## src/rtl/branch_pred_ctrl_pkg.sv

```systemverilog
`default_nettype none
// +--------------------------------------------------------------------+
// | branch_pred_ctrl_pkg                                                 |
// | Shared counter encodings, FSM states and counter update helper.      |
// | Revision: 1.0                                                        |
// +--------------------------------------------------------------------+
package branch_pred_ctrl_pkg;

    localparam logic [1:0] CTR_ST = 2'b00;
    localparam logic [1:0] CTR_WT = 2'b01;
    localparam logic [1:0] CTR_WN = 2'b10;
    localparam logic [1:0] CTR_SN = 2'b11;

    localparam logic [1:0] INIT    = 2'd0;
    localparam logic [1:0] RUN     = 2'd1;
    localparam logic [1:0] RECOVER = 2'd2;

    // Taken moves toward strong-taken (00), not-taken toward strong-not (11).
    function automatic logic [1:0] ctr_update(input logic [1:0] ctr, input logic taken);
        case (ctr)
            CTR_ST:  return taken ? CTR_ST : CTR_WT;
            CTR_WT:  return taken ? CTR_ST : CTR_WN;
            CTR_WN:  return taken ? CTR_WT : CTR_SN;
            default: return taken ? CTR_WN : CTR_SN;
        endcase
    endfunction

endpackage
`default_nettype wire

```

## src/rtl/bp_table.sv

```systemverilog
`default_nettype none
// +--------------------------------------------------------------------+
// | bp_table                                                             |
// | Direct-mapped branch table: async read, sync write/update, clear.    |
// | Revision: 1.0                                                        |
// +--------------------------------------------------------------------+
module bp_table #(
    parameter int ENTRIES = 8,
    parameter int IDX_W   = $clog2(ENTRIES)
) (
    input  logic             clk,
    input  logic             clr_en,
    input  logic [IDX_W-1:0] clr_idx,
    input  logic [IDX_W-1:0] rd_idx,
    output logic             rd_valid,
    output logic [31:0]      rd_tag,
    output logic [31:0]      rd_target,
    output logic [1:0]       rd_ctr,
    input  logic             wr_en,
    input  logic [IDX_W-1:0] wr_idx,
    input  logic [31:0]      wr_tag,
    input  logic [31:0]      wr_target,
    input  logic             wr_taken
);
    import branch_pred_ctrl_pkg::*;

    logic        r_valid  [ENTRIES];
    logic [31:0] r_tag    [ENTRIES];
    logic [31:0] r_target [ENTRIES];
    logic [1:0]  r_ctr    [ENTRIES];

    logic w_wr_hit;

    assign rd_valid  = r_valid[rd_idx];
    assign rd_tag    = r_tag[rd_idx];
    assign rd_target = r_target[rd_idx];
    assign rd_ctr    = r_ctr[rd_idx];

    assign w_wr_hit  = r_valid[wr_idx] & (r_tag[wr_idx] == wr_tag);

    // A tag mismatch reallocates the slot, evicting any aliased branch.
    always_ff @(posedge clk) begin
        if (clr_en) begin
            r_valid[clr_idx] <= 1'b0;
            r_ctr[clr_idx]   <= CTR_SN;
        end else if (wr_en) begin
            if (w_wr_hit) begin
                r_ctr[wr_idx] <= ctr_update(r_ctr[wr_idx], wr_taken);
                if (wr_taken) begin
                    r_target[wr_idx] <= wr_target;
                end
            end else begin
                r_valid[wr_idx]  <= 1'b1;
                r_tag[wr_idx]    <= wr_tag;
                r_target[wr_idx] <= wr_target;
                r_ctr[wr_idx]    <= wr_taken ? CTR_WT : CTR_SN;
            end
        end
    end

endmodule
`default_nettype wire

```

## src/rtl/branch_pred_ctrl.sv

```systemverilog
`default_nettype none
// +--------------------------------------------------------------------+
// | branch_pred_ctrl                                                     |
// | Branch predictor FSM: lookup, resolution, flush/redirect, stats.     |
// | Revision: 1.0                                                        |
// +--------------------------------------------------------------------+
module branch_pred_ctrl #(
    parameter int ENTRIES = 8,
    parameter int CNT_W   = 16
) (
    input  logic             clk,
    input  logic             rst,
    input  logic             id_branch,
    input  logic [31:0]      id_pc_plus4,
    input  logic             mem_branch,
    input  logic [31:0]      mem_pc_plus4,
    input  logic             mem_taken,
    input  logic [31:0]      mem_target,
    input  logic             mem_pred_taken,
    input  logic [31:0]      mem_pred_pc,
    output logic             busy,
    output logic             pred_taken,
    output logic [31:0]      pred_pc,
    output logic             flush,
    output logic [31:0]      redirect_pc,
    output logic [CNT_W-1:0] br_cnt,
    output logic [CNT_W-1:0] miss_cnt
);
    import branch_pred_ctrl_pkg::*;

    localparam int IDX_W = $clog2(ENTRIES);
    localparam logic [IDX_W-1:0] c_last_idx = IDX_W'(ENTRIES - 1);

    logic [1:0]       r_state;
    logic [1:0]       w_state_nxt;
    logic [IDX_W-1:0] r_clr_idx;
    logic [CNT_W-1:0] r_br_cnt;
    logic [CNT_W-1:0] r_miss_cnt;

    logic             w_init;
    logic             w_run;
    logic             w_hit;
    logic             w_resolve;
    logic             w_mispredict;
    logic             w_rd_valid;
    logic [31:0]      w_rd_tag;
    logic [31:0]      w_rd_target;
    logic [1:0]       w_rd_ctr;

    bp_table #(
        .ENTRIES (ENTRIES),
        .IDX_W   (IDX_W)
    ) u_table (
        .clk       (clk),
        .clr_en    (w_init),
        .clr_idx   (r_clr_idx),
        .rd_idx    (id_pc_plus4[IDX_W+1:2]),
        .rd_valid  (w_rd_valid),
        .rd_tag    (w_rd_tag),
        .rd_target (w_rd_target),
        .rd_ctr    (w_rd_ctr),
        .wr_en     (w_resolve),
        .wr_idx    (mem_pc_plus4[IDX_W+1:2]),
        .wr_tag    (mem_pc_plus4),
        .wr_target (mem_target),
        .wr_taken  (mem_taken)
    );

    assign w_init    = (r_state == INIT);
    assign w_run     = (r_state == RUN);
    // Table contents are meaningless until the clear sequence completes.
    assign w_hit     = ~w_init & w_rd_valid & (w_rd_tag == id_pc_plus4);
    assign w_resolve = w_run & mem_branch;

    assign w_mispredict = w_resolve &
                          ((mem_taken != mem_pred_taken) |
                           (mem_taken & mem_pred_taken & (mem_target != mem_pred_pc)));

    assign busy        = w_init;
    assign pred_taken  = w_run & id_branch & w_hit & ~w_rd_ctr[1];
    assign pred_pc     = w_hit ? w_rd_target : id_pc_plus4;
    assign flush       = w_mispredict;
    assign redirect_pc = w_mispredict ? (mem_taken ? mem_target : mem_pc_plus4) : 32'd0;
    assign br_cnt      = r_br_cnt;
    assign miss_cnt    = r_miss_cnt;

    always_comb begin
        w_state_nxt = r_state;
        case (r_state)
            INIT:    if (r_clr_idx == c_last_idx) w_state_nxt = RUN;
            RUN:     if (w_mispredict) w_state_nxt = RECOVER;
            RECOVER: w_state_nxt = RUN;
            default: w_state_nxt = INIT;
        endcase
    end

    always_ff @(posedge clk or posedge rst) begin
        if (rst) begin
            r_state    <= INIT;
            r_clr_idx  <= '0;
            r_br_cnt   <= '0;
            r_miss_cnt <= '0;
        end else begin
            r_state <= w_state_nxt;
            if (w_init) begin
                r_clr_idx <= r_clr_idx + IDX_W'(1);
            end
            if (w_resolve && (r_br_cnt != {CNT_W{1'b1}})) begin
                r_br_cnt <= r_br_cnt + CNT_W'(1);
            end
            if (w_mispredict && (r_miss_cnt != {CNT_W{1'b1}})) begin
                r_miss_cnt <= r_miss_cnt + CNT_W'(1);
            end
        end
    end

endmodule
`default_nettype wire
```

## config.mk

```make
export PLATFORM = sky130hd
export DESIGN_NAME = branch_pred_ctrl
export DESIGN_NICKNAME = d
export VERILOG_FILES = /design/src/rtl/branch_pred_ctrl_pkg.sv /design/src/rtl/bp_table.sv /design/src/rtl/branch_pred_ctrl.sv
export SDC_FILE = /design/constraint.sdc
export NUM_CORES = 1
export LEC_CHECK = 0
export CAP_MARGIN = 20
export CORE_UTILIZATION = 52
export DETAILED_ROUTE_END_ITERATION = 12
export PLACE_DENSITY = 0.74
export SLEW_MARGIN = 15
export SYNTH_ARGS = -nofsm -noshare
export SYNTH_HDL_FRONTEND = slang
export SYNTH_SLANG_ARGS = --single-unit
```

## constraint.sdc

```tcl
create_clock -name clk -period 4.27 [get_ports clk]
set_input_delay 0.6405 -clock clk [delete_from_list [all_inputs] [get_ports clk]]
set_output_delay 0.6405 -clock clk [all_outputs]
set_load 0.1 [all_outputs]
```

==> reports/results.txt <==
The leakage component of the power is 11.7 nW. Portion of synthesized cell area occupied by the leading cell type: 61.8%. TritonCTS built the clock tree.

Counting every net in the synthesized netlist gives 1675. The count of port buffers added during placement was 232; the area of the die was 51000 um^2. Setup repair after global routing could not meet its margin everywhere. Clock-pin slew was measured on the worst setup and hold paths at 0.07 ns.

Across all register-to-register paths, the minimum setup slack is 0.64 ns. The detailed-route wire length per cell is 29.1 um. Measured on the finished design, the core utilization comes to 68.4%. The logs give 241 MHz for the maximum operating frequency and 73 for the largest net degree at the start of global routing. The final net count was 2047; the fraction of registers with async set/reset was 6.46%. In this run, the number of DRC markers left after iteration 0 of detailed routing was 1854. The number of hold buffers added after CTS was 0. The tools report the standard-cell row count as 81. The tools report the kind of capture point of the worst setup path as an output pin. By area the synthesized netlist is led by edfxtp_1, mux4_2, mux2i_1, dfrtp_1, xnor2_1. In this run the tightest slew margin relative to its limit is 32.4%. The buffer type at the clock tree root is clkbuf_16. For this design, the sink count on the clock tree is 573. By count the netlist is led by edfxtp_1, mux2i_1, mux4_2.

For the pin with the worst max-slew slack, the measured transition is 1.01 ns. The maximum net fanout on the critical path came out at 23. The most area-hungry cell type in the Yosys netlist is edfxtp_1. Measured in cells, the most critical reg-to-reg path has a length of 11. No sink is reached through more buffers than the 3 on the longest clock path. The count of state elements after synthesis was 573. For the worst setup path, the data arrival time is 3.51 ns. The path class of the tightest hold or removal check is in -> async. The most numerous cell type found on the critical path is buf_4. The run finished with clean final reports. The sequential area share after synthesis was 65.4%; the minimum clock period after layout was 4.16 ns.

The number of global-route vias before repair is 16700, and the worst path required time is 3.63 ns. 0 antenna diodes ended up in the layout. The most used flip-flop cell after synthesis is edfxtp_1.

233 I/O pins were placed. After the flow finishes, the layout carries non-filler instances totaling 2618. The slowest stage of the critical path is the mux4_2 cell. The largest single stage delay on the critical path is 0.49 ns.

The horizontal extent of the die is 226 um. The tools report the total clock buffers created by CTS as 57. The maximum resistive drop on vdd is 0.454 mV. Total power for the finished layout comes to 14.6 mW.

The tools report the overall fraction of global-route tracks in use as 30.2%. The endpoint identified for the worst register-to-register timing path is u_table.r_target[0][14]. The mean cell area of the mapped netlist was 17.0 um^2. The run gives 0.894 as the routability congestion estimate. Starting utilization of the core area: 53.0%.

For the clock latency reported for the late side of the worst-skew pair, the log shows 0.63 ns. The clock tree synthesis step divided the H-tree into 2 levels. By startpoint and endpoint, the worst setup path is classified as reg -> out. The clock arrives with 0.0224 ns of skew.

The count of distinct cell types in the synthesized netlist was 62. Walking the worst path, the cells encountered are mux4_2, mux2i_1, buf_4, xnor2_2, nor4_2, buf_4, nand4_1, nor2_4, buf_8, nor2_1, a21oi_2, buf_12. The run gives 1 as the number of antenna violations at the first check in global routing. The detail route stage leaves a number of antenna-violating nets equal to 0. The run gives 5 as the first-pass detailed-route iteration total.

The max capacitance violation total is 0. For the yosys synthesis warning count, the log shows 0. Most frequently used cell type in the post-synthesis netlist: edfxtp_1. The growth of design area from synthesis to finish came out at 29.0%. The tools report the first-pass GRT wire length as 110 mm. The worst setup path is launched from a flop. The post-detailed-route DRC marker count was 0.

The cell area that synthesis handed to floorplanning was 26000 um^2. The via count of the routed design was 16600; the total wire length was 76.2 mm. In this run the critical register-to-register path is launched from u_table.r_tag[7][20]. In the synthesized netlist, the number of instances is 1536. The die span in y is 226 um, and the share of final-layout standard cells stronger than drive strength 1 is 29.3%.

The tools report the final global-route overflow total as 0. Using the TritonRoute via totals, the vias-per-cell ratio works out to 6.36. For the core region area, the log shows 49200 um^2. The number of max-slew violations in the final report came out at 0. The power density over the cells is 433 nW/um^2, and the post-route clock period utilization is 97.3%. Setup violations remaining at the end of the flow were counted as 0.

The count of placed standard cells including taps is 2502. The number of endpoints with negative hold slack in the final report was 0; the number of enable flip-flop cells after synthesis was 536. The tools report the estimated wirelength of the detail-placed design as 52.6 mm.
## where the power goes
group,switching [mW],total (mW),internal [mW]
registers,0.162,6.58,6.42
clock network,2.19,5.13,2.94
logic,1.81,2.84,1.03
## through the flow
step                      setup slack [ns]  TNS (ns)  cell area (um^2)  hold slack (ns)
after floorplan                     -0.872   -111.81             26200            0.513
after global placement              -0.286     -8.03             31400            0.486
after detailed placement            -0.315     -8.66             31400            0.491
after CTS                          0.00147         0             33300            0.453
after global routing               -0.0359    -0.177             33600            0.490
final                                0.115         0             33600            0.464
## worst max-delay path: cells and delay by family, from the launching register on
| family | cells | cell delay (ns) |
|---|---|---|
| AO/OA/AOI/OAI | 1 | 0.19 |
| XOR/XNOR | 1 | 0.06 |
| buffers and inverters | 4 | 0.75 |
| flip-flops | 1 | 0.42 |
| multiplexers | 2 | 0.65 |
| AND/OR/NAND/NOR | 4 | 0.82 |
## cell type report
type	instances	area, um^2
fill	3210	15600
inverter	11	41.3
multi-input combinational	866	8910
tap	664	831
timing repair buffer	399	4890
clock inverter	34	404
clock buffer	71	1500
sequential	573	17000
## logic make-up (layout without fill, tap and decap cells)
family	Yosys count	in the layout	synth area share [%]
muxes	347	347	20.3
buffers and inverters	97	515	1.87
adders and majority gates	5	5	0.240
AOI/OAI and AO/OA	160	160	4.01
and+or+nand+nor	258	258	4.96
xor gates and xnor gates	96	96	3.23
DFF	573	573	65.4
## registers in the layout (all words and copies together) (netlist names)
register and count:
u_table.r_valid 8, br_cnt 16, u_table.r_ctr 16, r_state 2
u_table.r_target 256, r_clr_idx 3, miss_cnt 16, u_table.r_tag 256
## worst max-delay path by stage
stage | slack [ns] | end | from | cells after the start
5_1_grt | -0.04 | pred_pc[25] | u_table.r_tag[0][22] | 12
2_1_floorplan | -0.87 | u_table.r_tag[0][0] | mem_pc_plus4[2] | 11
3_3_place_gp | -0.29 | pred_pc[0] | id_pc_plus4[2] | 13
4_1_cts | 0.001 | pred_pc[31] | id_pc_plus4[2] | 14
3_5_place_dp | -0.32 | pred_pc[11] | id_pc_plus4[2] | 13
6_report | 0.11 | pred_pc[13] | u_table.r_tag[7][0] | 12
## per-layer routing
layer / global-route usage (%) / vias up / part of all wire [%]
met5: 0 / - / 0.017
met4: 9.52 / 2 / 3.0
met3: 6.92 / 151 / 9.9
met2: 49.8 / 1002 / 49
met1: 40.0 / 8549 / 38
li1: - / 6944 / -
## cells in the final DEF (no fill, tap or decap), types with 8 or more instances in the layout
master	synthesis	final
a21oi_2	0	31
clkbuf_16	0	59
inv_1	10	10
inv_6	0	8
o22ai_1	13	13
dfrtp_1	37	37
nand3_1	16	16
o22a_1	8	8
and3_1	22	22
mux4_2	143	143
edfxtp_1	536	536
mux2i_1	181	174
xor2_1	15	15
xnor2_1	81	78
nor2_1	100	83
mux2_2	23	23
clkbuf_1	33	12
a22oi_1	37	37
nor2_4	1	13
o21ai_0	15	13
buf_12	0	112
a21oi_1	54	23
buf_4	7	112
nand2_1	37	37
clkdlybuf4s50_1	0	159
nand4_1	20	20
## what timing repair did
action	CTS	global route
pin swaps	5	8
buffers inserted	0	9
gates resized for setup	16	27
endpoints found under the setup margin	33	33
cloned	0	2
Note: power is estimated with default switching activity, not from simulation.
